## src/rtl/adder_arbiter.sv

```systemverilog
// Two-client round-robin front end for an external fixed-latency pipelined adder.
// Credit-gated issue, a tag pipeline matched to the adder latency, and per-client FWFT result FIFOs.
module adder_arbiter #(
  parameter int WIDTH      = 32,
  parameter int LAT        = 4,
  parameter int FIFO_DEPTH = 4
) (
  input  logic             clk,
  input  logic             reset,
  input  logic             req0_valid,
  output logic             req0_ready,
  input  logic [WIDTH-1:0] req0_a,
  input  logic [WIDTH-1:0] req0_b,
  input  logic             req0_cin,
  input  logic             req1_valid,
  output logic             req1_ready,
  input  logic [WIDTH-1:0] req1_a,
  input  logic [WIDTH-1:0] req1_b,
  input  logic             req1_cin,
  output logic             rsp0_valid,
  input  logic             rsp0_ready,
  output logic [WIDTH-1:0] rsp0_sum,
  output logic             rsp0_cout,
  output logic             rsp1_valid,
  input  logic             rsp1_ready,
  output logic [WIDTH-1:0] rsp1_sum,
  output logic             rsp1_cout,
  output logic [WIDTH-1:0] add_a,
  output logic [WIDTH-1:0] add_b,
  output logic             add_cin,
  input  logic [WIDTH-1:0] add_sum,
  input  logic             add_cout
);

  // Handshake: a transfer happens on a rising edge where valid && ready are both high.
  // req*_ready is a combinational grant and may depend on req*_valid; rsp*_valid never
  // depends on rsp*_ready.

  localparam int CW = $clog2(FIFO_DEPTH + 1);
  localparam int PW = (FIFO_DEPTH > 1) ? $clog2(FIFO_DEPTH) : 1;
  localparam int DW = WIDTH + 1;
  localparam logic [CW-1:0] DEPTH_C  = CW'(FIFO_DEPTH);
  localparam logic [PW-1:0] PTR_LAST = PW'(FIFO_DEPTH - 1);

  logic [1:0]       req_valid;
  logic [1:0]       req_cin;
  logic [1:0]       rsp_ready;
  logic [WIDTH-1:0] req_a [2];
  logic [WIDTH-1:0] req_b [2];

  assign req_valid = {req1_valid, req0_valid};
  assign req_cin   = {req1_cin, req0_cin};
  assign rsp_ready = {rsp1_ready, rsp0_ready};
  assign req_a[0]  = req0_a;
  assign req_a[1]  = req1_a;
  assign req_b[0]  = req0_b;
  assign req_b[1]  = req1_b;

  logic [CW-1:0] credit_q [2];
  logic [CW-1:0] credit_d [2];
  logic          last_grant_q;
  logic          last_grant_d;
  logic [1:0]    elig;
  logic [1:0]    grant;
  logic          grant_any;
  logic          grant_id;

  logic [LAT-1:0] tag_v_q;
  logic [LAT-1:0] tag_id_q;

  logic [DW-1:0] mem_q    [2][FIFO_DEPTH];
  logic [PW-1:0] wr_ptr_q [2];
  logic [PW-1:0] wr_ptr_d [2];
  logic [PW-1:0] rd_ptr_q [2];
  logic [PW-1:0] rd_ptr_d [2];
  logic [CW-1:0] count_q  [2];
  logic [CW-1:0] count_d  [2];
  logic [1:0]    wr_en;
  logic [1:0]    pop;
  logic [1:0]    empty;
  logic [1:0]    full;
  logic [DW-1:0] head [2];

  function automatic logic [PW-1:0] ptr_inc(input logic [PW-1:0] p);
    if (p == PTR_LAST) return '0;
    return p + PW'(1);
  endfunction

  // Arbitration: the client that did not win last time gets priority on contention.
  always_comb begin
    elig  = '0;
    grant = '0;
    for (int i = 0; i < 2; i++) begin
      elig[i] = req_valid[i] && (credit_q[i] != '0) && !reset;
    end
    if (elig[0] && (!elig[1] || last_grant_q)) grant[0] = 1'b1;
    else if (elig[1])                           grant[1] = 1'b1;
    grant_any    = |grant;
    grant_id     = grant[1];
    last_grant_d = grant_any ? grant_id : last_grant_q;
  end

  assign req0_ready = grant[0];
  assign req1_ready = grant[1];

  always_comb begin
    add_a   = '0;
    add_b   = '0;
    add_cin = 1'b0;
    if (grant_any) begin
      add_a   = req_a[grant_id];
      add_b   = req_b[grant_id];
      add_cin = req_cin[grant_id];
    end
  end

  // FIFO status, credit and pointer next-state.
  always_comb begin
    for (int i = 0; i < 2; i++) begin
      empty[i]    = (count_q[i] == '0);
      full[i]     = (count_q[i] == DEPTH_C);
      wr_en[i]    = tag_v_q[LAT-1] && (tag_id_q[LAT-1] == 1'(i));
      pop[i]      = !empty[i] && rsp_ready[i];
      head[i]     = mem_q[i][rd_ptr_q[i]];
      wr_ptr_d[i] = wr_en[i] ? ptr_inc(wr_ptr_q[i]) : wr_ptr_q[i];
      rd_ptr_d[i] = pop[i] ? ptr_inc(rd_ptr_q[i]) : rd_ptr_q[i];
      count_d[i]  = count_q[i];
      credit_d[i] = credit_q[i];
      case ({wr_en[i], pop[i]})
        2'b10:   count_d[i] = count_q[i] + CW'(1);
        2'b01:   count_d[i] = count_q[i] - CW'(1);
        default: count_d[i] = count_q[i];
      endcase
      case ({grant[i], pop[i]})
        2'b10:   credit_d[i] = credit_q[i] - CW'(1);
        2'b01:   credit_d[i] = credit_q[i] + CW'(1);
        default: credit_d[i] = credit_q[i];
      endcase
    end
  end

  always_ff @(posedge clk or posedge reset) begin
    if (reset) begin
      last_grant_q <= 1'b1;
      tag_v_q      <= '0;
      tag_id_q     <= '0;
      for (int i = 0; i < 2; i++) begin
        credit_q[i] <= DEPTH_C;
        count_q[i]  <= '0;
        wr_ptr_q[i] <= '0;
        rd_ptr_q[i] <= '0;
      end
    end else begin
      last_grant_q <= last_grant_d;
      tag_v_q[0]   <= grant_any;
      tag_id_q[0]  <= grant_id;
      for (int s = 1; s < LAT; s++) begin
        tag_v_q[s]  <= tag_v_q[s-1];
        tag_id_q[s] <= tag_id_q[s-1];
      end
      for (int i = 0; i < 2; i++) begin
        credit_q[i] <= credit_d[i];
        count_q[i]  <= count_d[i];
        wr_ptr_q[i] <= wr_ptr_d[i];
        rd_ptr_q[i] <= rd_ptr_d[i];
      end
    end
  end

  // Storage needs no reset: entries are only read once the count says they were written.
  always_ff @(posedge clk) begin
    for (int i = 0; i < 2; i++) begin
      if (wr_en[i]) mem_q[i][wr_ptr_q[i]] <= {add_cout, add_sum};
    end
  end

  assign rsp0_valid = !empty[0];
  assign rsp1_valid = !empty[1];
  assign rsp0_sum   = empty[0] ? '0 : head[0][WIDTH-1:0];
  assign rsp0_cout  = empty[0] ? 1'b0 : head[0][WIDTH];
  assign rsp1_sum   = empty[1] ? '0 : head[1][WIDTH-1:0];
  assign rsp1_cout  = empty[1] ? 1'b0 : head[1][WIDTH];

  // Credits make a write into a full FIFO impossible; catch it if that ever breaks.
  for (genvar gi = 0; gi < 2; gi++) begin : g_ovf
    a_no_overflow: assert property (@(posedge clk) disable iff (reset) !(wr_en[gi] && full[gi]));
  end

endmodule

```

## config.mk

```make
export PLATFORM = sky130hd
export DESIGN_NAME = adder_arbiter
export DESIGN_NICKNAME = d
export VERILOG_FILES = /design/src/rtl/adder_arbiter.sv
export SDC_FILE = /design/constraint.sdc
export NUM_CORES = 1
export LEC_CHECK = 0
export CAP_MARGIN = 10
export CELL_PAD_IN_SITES_DETAIL_PLACEMENT = 1
export CELL_PAD_IN_SITES_GLOBAL_PLACEMENT = 1
export CORE_MARGIN = 1
export CORE_UTILIZATION = 30
export CTS_BUF_LIST = sky130_fd_sc_hd__clkbuf_2 sky130_fd_sc_hd__clkbuf_4 sky130_fd_sc_hd__clkbuf_8
export CTS_CLUSTER_SIZE = 28
export DETAILED_ROUTE_END_ITERATION = 16
export PLACE_DENSITY = 0.69
export REMOVE_ABC_BUFFERS = 1
export SYNTH_ARGS = -nofsm -noshare
export SYNTH_HDL_FRONTEND = slang
export SYNTH_SLANG_ARGS = --single-unit
```

## constraint.sdc

```tcl
create_clock -name clk -period 6.82 [get_ports clk]
set_input_delay 1.364 -clock clk [delete_from_list [all_inputs] [get_ports clk]]
set_output_delay 1.364 -clock clk [all_outputs]
set_load 0.02 [all_outputs]
```

==> key figures, run 1 <==
Routing
  • DRT Pass-1 Iters: 4
  • Wire length per cell: 23.6 um
  • Via count: 7165
  • Vias per inst: 4.76
  • Post-route ant nets: 0
  • Drt total wl: 35.4 mm
  • Drc violations: 0
  • Initial DRC Count: roughly 370

Placement
  • DP Cell Count: between 1000 and 1500
  • IO buf count: 303
  • Placed inst area: around 16000 um^2
  • DPL Wire Length: 23.3 mm
  • Gp weighted congestion: ~0.84

Power and ir drop
  • Leak pwr: ~0.0057 uW
  • Tot Pwr: 6550 uW
  • Pwr Density: 394 nW/um^2
  • Maximum VDD drop: 151 uV

Min path
  • Hold Crit Class: reg -> reg

Clock tree
  • Clk_lat worst skew: 0.56 ns
  • Clock sinks: 293
  • Clock-pin slew on the worst setup and hold paths: 0.06 ns
  • Hold buffers post-CTS: 0
  • Root buf cell: clkbuf_8
  • CTS Buf Count: 47
  • CTS Buffer Depth: 3
  • Setup Fix Bufs, Post-CTS: 0
  • Post-cts resize count: 0
  • H-tree levels: 2
  • TritonCTS clock tree: built

Worst setup path
  • Top Family by Delay on Critical Path: buffers and inverters
  • Setup crit end kind: primary output
  • Worst path most repeated cell: clkdlybuf4s50_1
  • CP Data Required Time: 5.46 ns
  • R2R cell count: 8
  • CP Launch Point: req0_valid
  • CP endpoint: add_b[12]
  • Crit path depth: 7
  • Crit path largest cell delay: 0.77 ns
  • Reg-to-reg slack, setup: 3.89 ns
  • Slowest stage cell, crit path: inv_2
  • WP buf/inv: 4
  • Startpoint class of the critical path: input pin
  • Worst R2R End: credit_q[1]$_DFFE_PP0P_
  • CP cell instances: clkdlybuf4s50_1 > nor2b_1 > o311ai_2 > inv_2 > buf_4 > a22o_1 > clkdlybuf4s50_1
  • Kind of critical path: in -> out
  • Crit-path max FO: 59
  • Crit path DAT: 4.23 ns
  • FF-to-FF Start: credit_q[3]$_DFFE_PP0P_

Synth
  • Sequential area share after synthesis: 0.717
  • Yosys cell types: 34
  • Dominant synthesized flop cell: edfxtp_1
  • Synthesized area per cell: between 15 and 20 um^2
  • Mapped cell area: 12100 um^2
  • Count leader, synth: edfxtp_1
  • FFs w/ async S/R, synth: 0.0990
  • Number of synthesized flops with an enable pin: 264
  • FF+latch count, synth: 293
  • Top cells by area, synth: edfxtp_1 66%, mux4_2 12%, dfrtp_1 5.4%, a22o_1 4.7%, and2_1 3.7%
  • Post-Synthesis Cells: 621
  • Biggest area consumer among synthesized cells: edfxtp_1
  • Synth top area share: 0.657
  • Yosys warning total: 0
  • Most instantiated cells after synthesis: 264 x edfxtp_1, 72 x and2_1, 66 x mux4_2

Timing
  • RSZ-0062 raised after global routing: false
  • Fin. max-slew vios: 0
  • Final setup fails: 0
  • Worst slew margin: 0.277
  • FMAX: 0.179 GHz
  • Fin crit period: 5.60 ns
  • Fin crit share: 0.821
  • Final number of hold-violating endpoints: 0
  • Skew final: 0.0158 ns
  • Slew @ Worst Pin: around 1.1 ns
  • Setup TNS Final: 0 ns

Layout
  • Final net count: roughly 1100
  • Design area: 16600 um^2
  • Share of layout cells above drive strength 1: 0.183
  • Final Core Density: 0.418
  • Final Non-Filler Cells: 1505
  • Area delta synth->final: 37.7%

Global routing
  • Gr ovfl total: 0
  • First-pass GRT wire length: between 50 and 60 mm
  • Global router's overall resource usage: 0.174
  • Vias in the first global route: 7966
  • Largest net degree at the start of global routing: between 60 and 70
  • Antenna violations before repair: 9

Die
  • DIE AREA: between 40000 and 50000 um^2
  • Initial Util: 0.304
  • Die width: 203 um
  • Boundary Pins: 304
  • Die Y-Extent: about 200 um
  • CORE AREA: 39700 um^2
  • # rows: 73

Outcome
  • Status: finished, final reports clean

Run
  • Max-cap violations: 0
==> layer usage <==
layer  track usage  vias to the layer above  share of wire
met5             0                        -        0.00037
met3        0.0406                       68          0.061
met2         0.328                      296           0.54
met1         0.189                     3665           0.37
met4        0.0585                        2          0.032
li1              -                     3134              -
==> kinds of logic (layout without fill, tap and decap cells) <==
family / count (synthesis) / after routing / share of synthesized area
adders and majority gates: 18 / 18 / 0.0212
DFF: 293 / 293 / 0.717
buffers and inverters: 55 / 410 / 0.0209
AOI/OAI and AO/OA: 72 / 72 / 0.0525
other: 0 / 4 / 0
and+or+nand+nor: 96 / 96 / 0.0480
muxes: 75 / 75 / 0.131
xor gates and xnor gates: 12 / 12 / 0.00871
==> flip-flops by register name, indices dropped and copies added, names as in the netlist <==
name,cells
count_q,6
credit_q,6
last_grant_q,1
mem_q,264
rd_ptr_q,4
tag_id_q,4
tag_v_q,4
wr_ptr_q,4
==> worst min-delay path by stage <==
stage	cells past startpoint	endpoint	slack (ns)	start
finish	0	tag_id_q[1]$_DFF_PP0_	0.35	tag_id_q[0]$_DFF_PP0_
global route	0	tag_id_q[3]$_DFF_PP0_	0.37	tag_id_q[2]$_DFF_PP0_
CTS	0	tag_id_q[1]$_DFF_PP0_	0.35	tag_id_q[0]$_DFF_PP0_
detailed placement	0	tag_id_q[3]$_DFF_PP0_	0.34	tag_id_q[2]$_DFF_PP0_
global placement	0	tag_v_q[1]$_DFF_PP0_	0.33	tag_v_q[0]$_DFF_PP0_
floorplan	0	tag_id_q[1]$_DFF_PP0_	0.33	tag_id_q[0]$_DFF_PP0_
==> placed cells by master, fill, tap and decap left out, types with 5 or more instances in the layout <==
master / count
clkbuf_8: 52
inv_1: 15
buf_4: 12
a22o_1: 65
clkinv_1: 5
dfrtp_1: 22
ha_1: 14
nor2_1: 8
mux4_2: 66
and2_1: 68
clkbuf_4: 19
xor2_1: 8
clkdlybuf4s50_1: 303
mux2_2: 7
edfxtp_1: 264
==> worst register-to-register path, cell delays in order (launching register included) <==
cell	delay, ns
dfrtp_1	0.42
or3_4	0.45
a311oi_4	0.26
buf_4	0.59
inv_1	0.12
ha_1	0.24
inv_1	0.08
fa_1	0.40
mux2_2	0.27
==> power by group <==
part / internal (uW) / total (uW) / switching (uW)
Sequential: 2210 / 2430 / 216
Clock: 836 / 1490 / 650
Combinational: 1350 / 2640 / 1290
Total: 4400 / 6550 / 2150
==> area by class of cell <==
class                      instances  area (um^2)
clock inverter                     8         66.3
timing repair buffer             315         3120
fill                            3984        23100
multi-input combinational        273         3180
inverter                          16         60.1
clock buffer                      71          858
antenna                            4         10.0
tap                              525          657
sequential                       293         8660
==> through the flow <==
stage          hold slack [ns]  setup slack [ns]
6_report                 0.349              1.22
5_1_grt                  0.366              1.06
3_3_place_gp             0.332              1.27
2_1_floorplan            0.331              1.01
3_5_place_dp             0.336              1.22
4_1_cts                  0.350              1.23
Note: power is estimated with default switching activity, not from simulation.
==> inputs of run 2 (changes only) <==
--- a/config.mk
+++ b/config.mk
@@ -13,7 +13,7 @@
 export CTS_BUF_LIST = sky130_fd_sc_hd__clkbuf_2 sky130_fd_sc_hd__clkbuf_4 sky130_fd_sc_hd__clkbuf_8
 export CTS_CLUSTER_SIZE = 28
 export DETAILED_ROUTE_END_ITERATION = 16
-export PLACE_DENSITY = 0.69
+export PLACE_DENSITY = 0.72
 export REMOVE_ABC_BUFFERS = 1
 export SYNTH_ARGS = -nofsm -noshare
 export SYNTH_HDL_FRONTEND = slang
==> constraint.sdc (replaced) <==
create_clock -name clk -period 4.57 [get_ports clk]
set_input_delay 0.914 -clock clk [delete_from_list [all_inputs] [get_ports clk]]
set_output_delay 0.914 -clock clk [all_outputs]
set_load 0.02 [all_outputs]
==> run 2 against run 1 <==
  * Clock power grew 44%
  * Via count grew 0.80%
  * Flip-flop and latch count is the same
  * Design area is essentially flat
  * Global-route usage shrank 0.46 points
  * Sequential share of layout area is essentially flat
  * First-iteration DRC count shrank 16%
  * Hold slack lost 0.00067 ns
  * Worst setup slack lost 0.81 ns
  * Critical path depth is the same
  * Critical endpoint is now add_b[29]
  * Largest power group unchanged
==> key figures, run 2 (synthesized netlist as in run 1, its figures left out) <==
Outcome
  • Status: finished, final reports clean (unchanged)

Die
  • CORE AREA: 39700 um^2 (unchanged)
  • DIE AREA: 41000 um^2 (unchanged)
  • # rows: 73 (unchanged)
  • Boundary Pins: 304 (unchanged)
  • Die Y-Extent: 203 um (unchanged)
  • Die width: 203 um (unchanged)
  • Initial Util: 0.304 (unchanged)

Clock tree
  • Clk_lat worst skew: 0.55 ns (was 0.56 ns)
  • Clock-pin slew on the worst setup and hold paths: 0.06 ns (about the same)
  • Setup Fix Bufs, Post-CTS: 0 (unchanged)
  • CTS Buf Count: 47 (unchanged)
  • TritonCTS clock tree: built (unchanged)
  • Post-cts resize count: 0 (unchanged)
  • H-tree levels: 2 (unchanged)
  • CTS Buffer Depth: 3 (unchanged)
  • Root buf cell: clkbuf_8 (unchanged)
  • Hold buffers post-CTS: 0 (unchanged)
  • Clock sinks: 293 (unchanged)

Global routing
  • Gr ovfl total: 0 (unchanged)
  • Largest net degree at the start of global routing: 68 (was 69)
  • Vias in the first global route: 7889 (was 7966)
  • Routing usage on met2: 0.323 (was 0.328)
  • First-pass GRT wire length: 50.4 mm (was 51.8 mm)
  • Global routing's busiest layer: met2 (unchanged)
  • Antenna violations before repair: 6 (was 9)
  • M1 GR Usage: 0.182 (was 0.189)
  • GR Util met3: 0.0398 (was 0.0406)
  • Global router's overall resource usage: 0.169 (was 0.174)

Power and ir drop
  • Seq pwr share: 0.375 (was 0.371)
  • Leak pwr: 0.00565 uW (about the same)
  • Maximum VDD drop: 253 uV (was 151 uV)
  • Net Switching: 3210 uW (was 2150 uW)
  • Tot Pwr: 9720 uW (was 6550 uW)
  • Pwr Density: 584 nW/um^2 (was 394 nW/um^2)
  • Power share of the combinational group: 0.404 (was 0.403)
  • Clock share of power: 0.220 (was 0.227)
  • Int Pwr: 6500 uW (was 4400 uW)
  • Sw Share: 0.331 (was 0.328)

Timing
  • Slew @ Worst Pin: 1.12 ns (was 1.08 ns)
  • Final number of hold-violating endpoints: 0 (unchanged)
  • Final setup fails: 0 (unchanged)
  • Setup TNS Final: 0 ns (unchanged)
  • Fin. max-slew vios: 0 (unchanged)
  • Fin crit period: approximately 4.2 ns
  • Fin worst setup slack: 0.415 ns (was 1.22 ns)
  • RSZ-0062 raised after global routing: false (unchanged)
  • Skew final: 0.0221 ns (was 0.0158 ns)
  • Fin crit share: 0.909
  • FMAX: around 0.24 GHz
  • Worst slew margin: 0.251 (was 0.277)

Layout
  • Final Non-Filler Cells: 1504 (was 1505)
  • Design area: 16600 um^2 (about the same)
  • # fillers: 3941 (was 3984)
  • Final net count: 1130 (was 1133)
  • Commonest non-fill, non-tap cells in the layout: 302 x clkdlybuf4s50_1, 264 x edfxtp_1, 68 x and2_1, 66 x mux4_2, 65 x a22o_1 (was 303 x clkdlybuf4s50_1, 264 x edfxtp_1, 68 x and2_1, 66 x mux4_2, 65 x a22o_1)
  • Area delta synth->final: 37.8% (was 37.7%)
  • Max FFs per register: 264 (unchanged)
  • Share of layout cells above drive strength 1: 0.181 (was 0.183)
  • Commonest non-fill, non-tap cell in the layout: clkdlybuf4s50_1 (unchanged)

Placement
  • Placed inst area: 15700 um^2 (about the same)
  • IO buf count: 303 (unchanged)
  • DP Cell Count: 1418 (was 1422)
  • Gp weighted congestion: 0.863 (was 0.835)
  • Setup slack at placement: 0.429 ns (was 1.22 ns)
  • DPL Wire Length: 23.4 mm (was 23.3 mm)

Min path
  • Hold Crit Class: reg -> reg (unchanged)

Routing
  • DRT Pass-1 Iters: 5 (was 4)
  • Initial DRC Count: 313 (was 374)
  • Via count: 7222 (was 7165)
  • Post-route ant nets: 0 (unchanged)
  • Drt total wl: 35.2 mm (was 35.4 mm)
  • Vias per inst: 4.80 (was 4.76)
  • Wire length per cell: 23.4 um (was 23.6 um)
  • Drc violations: 0 (unchanged)

Worst setup path
  • CP Data Required Time: 3.66 ns (was 5.46 ns)
  • Kind of critical path: in -> out (unchanged)
  • Startpoint class of the critical path: input pin (unchanged)
  • Setup crit end kind: primary output (unchanged)
  • Crit-path max FO: 50 (was 59)
  • Crit path DAT: 3.24 ns (was 4.23 ns)

Run
  • Max-cap violations: 0 (unchanged)
-- run 2: cell types whose count changed in the layout (fill, tap and decap cells not counted) --
cell / before / now
clkbuf_4: 19 / 12
buf_4: 12 / 6
clkinv_2: 0 / 6
buf_12: 0 / 3
clkinv_1: 5 / 8
buf_16: 0 / 1
bufinv_16: 1 / 0
clkbuf_8: 52 / 53
clkdlybuf4s50_1: 303 / 302
clkinv_8: 0 / 1
inv_4: 1 / 0
-- run 2: worst paths after layout --
check / endpoint / slack [ns] / cells after the start / from
worst min-delay path: tag_v_q[2]$_DFF_PP0_ / 0.35 / 0 / tag_v_q[1]$_DFF_PP0_
worst max-delay path: add_b[29] / 0.41 / 7 / req0_valid
max in group asynchronous: rd_ptr_q[2]$_DFFE_PP0P_ / 3.41 / 3 / reset
worst max register to register: count_q[2]$_DFFE_PP0P_ / 1.57 / 9 / count_q[0]$_DFFE_PP0P_
min in group asynchronous: credit_q[4]$_DFFE_PP0P_ / 0.71 / 2 / reset
worst min register to register: tag_v_q[2]$_DFF_PP0_ / 0.35 / 0 / tag_v_q[1]$_DFF_PP0_
-- run 2: power groups by stage --
stage / Combinational, uW / Clock [uW] / Sequential (uW)
floorplan: 2150 / 0 / 3660
global placement: 3960 / 0 / 3690
detailed placement: 4010 / 0 / 3720
CTS: 4020 / 2210 / 3660
global route: 4210 / 2310 / 3700
finish: 3930 / 2140 / 3650
-- run 2: routing by layer --
layer / share of wire / vias to the layer above
met5: 0.00031 / -
li1: - / 3132
met4: 0.023 / 2
met1: 0.36 / 3744
met2: 0.56 / 293
met3: 0.060 / 51
-- run 2: per-stage QoR --
| stage | util | hold WS, ns |
|---|---|---|
| 4_1_cts | 0.418 | 0.348 |
| 3_5_place_dp | 0.395 | 0.336 |
| 2_1_floorplan | - | 0.331 |
| 6_report | 0.419 | 0.348 |
| 3_3_place_gp | 0.395 | 0.334 |
| 5_1_grt | 0.418 | 0.354 |
-- run 2: layout make-up --
cell class                 count  area, um^2  area share
multi-input combinational    273        3180       0.191
tap                          525         657      0.0395
timing repair buffer         312        3160       0.190
sequential                   293        8660       0.521
antenna                        4        10.0    0.000602
inverter                      16        60.1     0.00361
clock buffer                  65         820      0.0493
clock inverter                16        87.6     0.00527
-- run 2: worst max-delay path: stages --
cell             delay (ns)
clkdlybuf4s50_1        0.49
nor2b_1                0.37
o311ai_2               0.23
inv_2                  0.13
buf_12                 0.22
a22o_1                 0.20
clkdlybuf4s50_1        0.64
==> inputs of run 3 (changes only) <==
--- a/config.mk
+++ b/config.mk
@@ -15,6 +15,7 @@
 export DETAILED_ROUTE_END_ITERATION = 16
 export PLACE_DENSITY = 0.72
 export REMOVE_ABC_BUFFERS = 1
+export SLEW_MARGIN = 15
 export SYNTH_ARGS = -nofsm -noshare
 export SYNTH_HDL_FRONTEND = slang
 export SYNTH_SLANG_ARGS = --single-unit
==> run 3 against run 2 <==
  * Utilization decreased by 0.069 points
  * Highest routed layer unchanged
  * Largest cell class unchanged
  * Total power about the same
  * Hold slack got worse by 0.00074 ns
==> key figures, run 3 (synthesized netlist as in run 1, its figures left out) <==
Layout
  • Commonest non-fill, non-tap cells in the layout: 302 x clkdlybuf4s50_1, 264 x edfxtp_1, 68 x and2_1, 66 x mux4_2, 65 x a22o_1 (unchanged)
  • Commonest non-fill, non-tap cell in the layout: clkdlybuf4s50_1 (unchanged)
  • Share of layout cells above drive strength 1: 0.181 (about the same)
  • Max FFs per register: 264 (unchanged)
  • Area delta synth->final: 37.6% (was 37.8%)
  • Final net count: 1129 (was 1130)

Routing
  • Vias per inst: 4.78 (was 4.80)
  • Post-route ant nets: 0 (unchanged)
  • Via count: 7178 (was 7222)
  • Wire length per cell: 23.4 um (about the same)
  • Drt total wl: 35.1 mm (was 35.2 mm)
  • Drc violations: 0 (unchanged)
  • DRT Pass-1 Iters: 5 (unchanged)
  • Initial DRC Count: 364 (was 313)

Clock tree
  • Setup Fix Bufs, Post-CTS: 0 (unchanged)
  • Hold buffers post-CTS: 0 (unchanged)
  • Root buf cell: clkbuf_8 (unchanged)
  • Clk_lat worst skew: 0.55 ns (about the same)
  • H-tree levels: 2 (unchanged)
  • Post-cts resize count: 0 (unchanged)
  • CTS Buffer Depth: 3 (unchanged)
  • CTS Buf Count: 47 (unchanged)
  • Clock-pin slew on the worst setup and hold paths: 0.06 ns (about the same)
  • TritonCTS clock tree: built (unchanged)
  • Clock sinks: 293 (unchanged)

Global routing
  • Largest net degree at the start of global routing: 68 (unchanged)
  • Global router's overall resource usage: 0.169 (unchanged)
  • Antenna violations before repair: 6 (unchanged)
  • First-pass GRT wire length: 50.4 mm (unchanged)
  • Gr ovfl total: 0 (unchanged)
  • Vias in the first global route: 7889 (unchanged)

Die
  • DIE AREA: 41000 um^2 (unchanged)
  • Die width: 203 um (unchanged)
  • CORE AREA: 39700 um^2 (unchanged)
  • Die Y-Extent: 203 um (unchanged)
  • Boundary Pins: 304 (unchanged)
  • # rows: 73 (unchanged)
  • Initial Util: 0.304 (unchanged)

Worst setup path
  • Crit path DAT: 3.24 ns (about the same)
  • Crit-path max FO: 50 (unchanged)
  • Startpoint class of the critical path: input pin (unchanged)
  • Worst R2R End: count_q[2]$_DFFE_PP0P_ (unchanged)
  • R2R cell count: 9 (unchanged)
  • FF-to-FF Start: count_q[0]$_DFFE_PP0P_ (unchanged)
  • Setup crit end kind: primary output (unchanged)
  • CP Data Required Time: 3.66 ns (about the same)
  • Reg-to-reg slack, setup: 1.56 ns (was 1.57 ns)
  • Kind of critical path: in -> out (unchanged)

Timing
  • Skew final: 0.0187 ns (was 0.0221 ns)
  • Hold Slack: 0.347 ns (was 0.348 ns)
  • Slew @ Worst Pin: 1.13 ns (was 1.12 ns)
  • RSZ-0062 raised after global routing: false (unchanged)
  • Fin worst setup slack: 0.416 ns (was 0.415 ns)
  • Fin. max-slew vios: 0 (unchanged)
  • Fin crit period: 4.15 ns (was 4.16 ns)
  • Final setup fails: 0 (unchanged)
  • Final number of hold-violating endpoints: 0 (unchanged)
  • FMAX: 0.241 GHz (about the same)
  • Worst slew margin: 0.246 (was 0.251)
  • Fin crit share: 0.909 (about the same)

Power and ir drop
  • Tot Pwr: 9720 uW (about the same)
  • Maximum VDD drop: 254 uV (was 253 uV)
  • Leak pwr: 0.00564 uW (was 0.00565 uW)
  • Pwr Density: 585 nW/um^2 (was 584 nW/um^2)

Run
  • Max-cap violations: 0 (unchanged)

Min path
  • Hold Crit Start: tag_id_q[0]$_DFF_PP0_ (was tag_v_q[1]$_DFF_PP0_)
  • Hold Crit Endpoint: tag_id_q[1]$_DFF_PP0_ (was tag_v_q[2]$_DFF_PP0_)
  • Hold Crit Depth: 0 (unchanged)
  • Hold Crit Class: reg -> reg (unchanged)

Outcome
  • Status: finished, final reports clean (unchanged)

Placement
  • IO buf count: 303 (unchanged)
  • DPL Wire Length: 23.4 mm (unchanged)
  • Gp weighted congestion: 0.863 (unchanged)
  • Setup slack at placement: 0.429 ns (about the same)
## run 3: cell count changes in the layout (fill, tap and decap cells not counted)
| cell | before | now |
|---|---|---|
| buf_16 | 1 | 0 |
| inv_1 | 15 | 14 |
| inv_2 | 1 | 2 |
## run 3: how the worst max path moves through the flow
stage | from | end | depth (start not counted)
after detailed placement | req0_valid | add_b[29] | 7
final | req0_valid | add_b[29] | 7
after global routing | req0_valid | add_b[29] | 7
after global placement | req0_valid | add_b[29] | 7
after CTS | req0_valid | add_b[29] | 7
after floorplan | req0_valid | add_a[0] | 3
## run 3: where the power goes
part,internal (uW),switching (uW)
registers,3310,340
clock network,1160,984
logic,2030,1890
## run 3: cell type report
class | instances | area, um^2
Antenna cell | 4 | 10.0
Sequential cell | 293 | 8660
Clock inverter | 16 | 87.6
Multi-Input combinational cell | 273 | 3180
Timing Repair Buffer | 311 | 3130
Fill cell | 3944 | 23100
Inverter | 16 | 60.1
Tap cell | 525 | 657
Clock buffer | 65 | 820
## run 3: metrics by stage
stage	utilization	setup TNS, ns	cells	area (um^2)
2_1_floorplan	-	-22.33	582	11900
3_3_place_gp	0.395	0	1418	15700
3_5_place_dp	0.395	0	1418	15700
4_1_cts	0.418	0	1499	16600
5_1_grt	0.418	0	1501	16600
6_report	0.418	0	1503	16600
## run 3: critical path: stages
cell and delay (ns):
clkdlybuf4s50_1 0.49, nor2b_1 0.37, o311ai_2 0.23, inv_2 0.13
buf_12 0.22, a22o_1 0.20, clkdlybuf4s50_1 0.64
## run 3: metal layers
metal / vias up / track usage / part of all wire
met5: - / 0 / 0.00031
met4: 2 / 0.0532 / 0.023
met3: 52 / 0.0398 / 0.056
met2: 285 / 0.323 / 0.55
met1: 3708 / 0.182 / 0.37
li1: 3131 / - / -
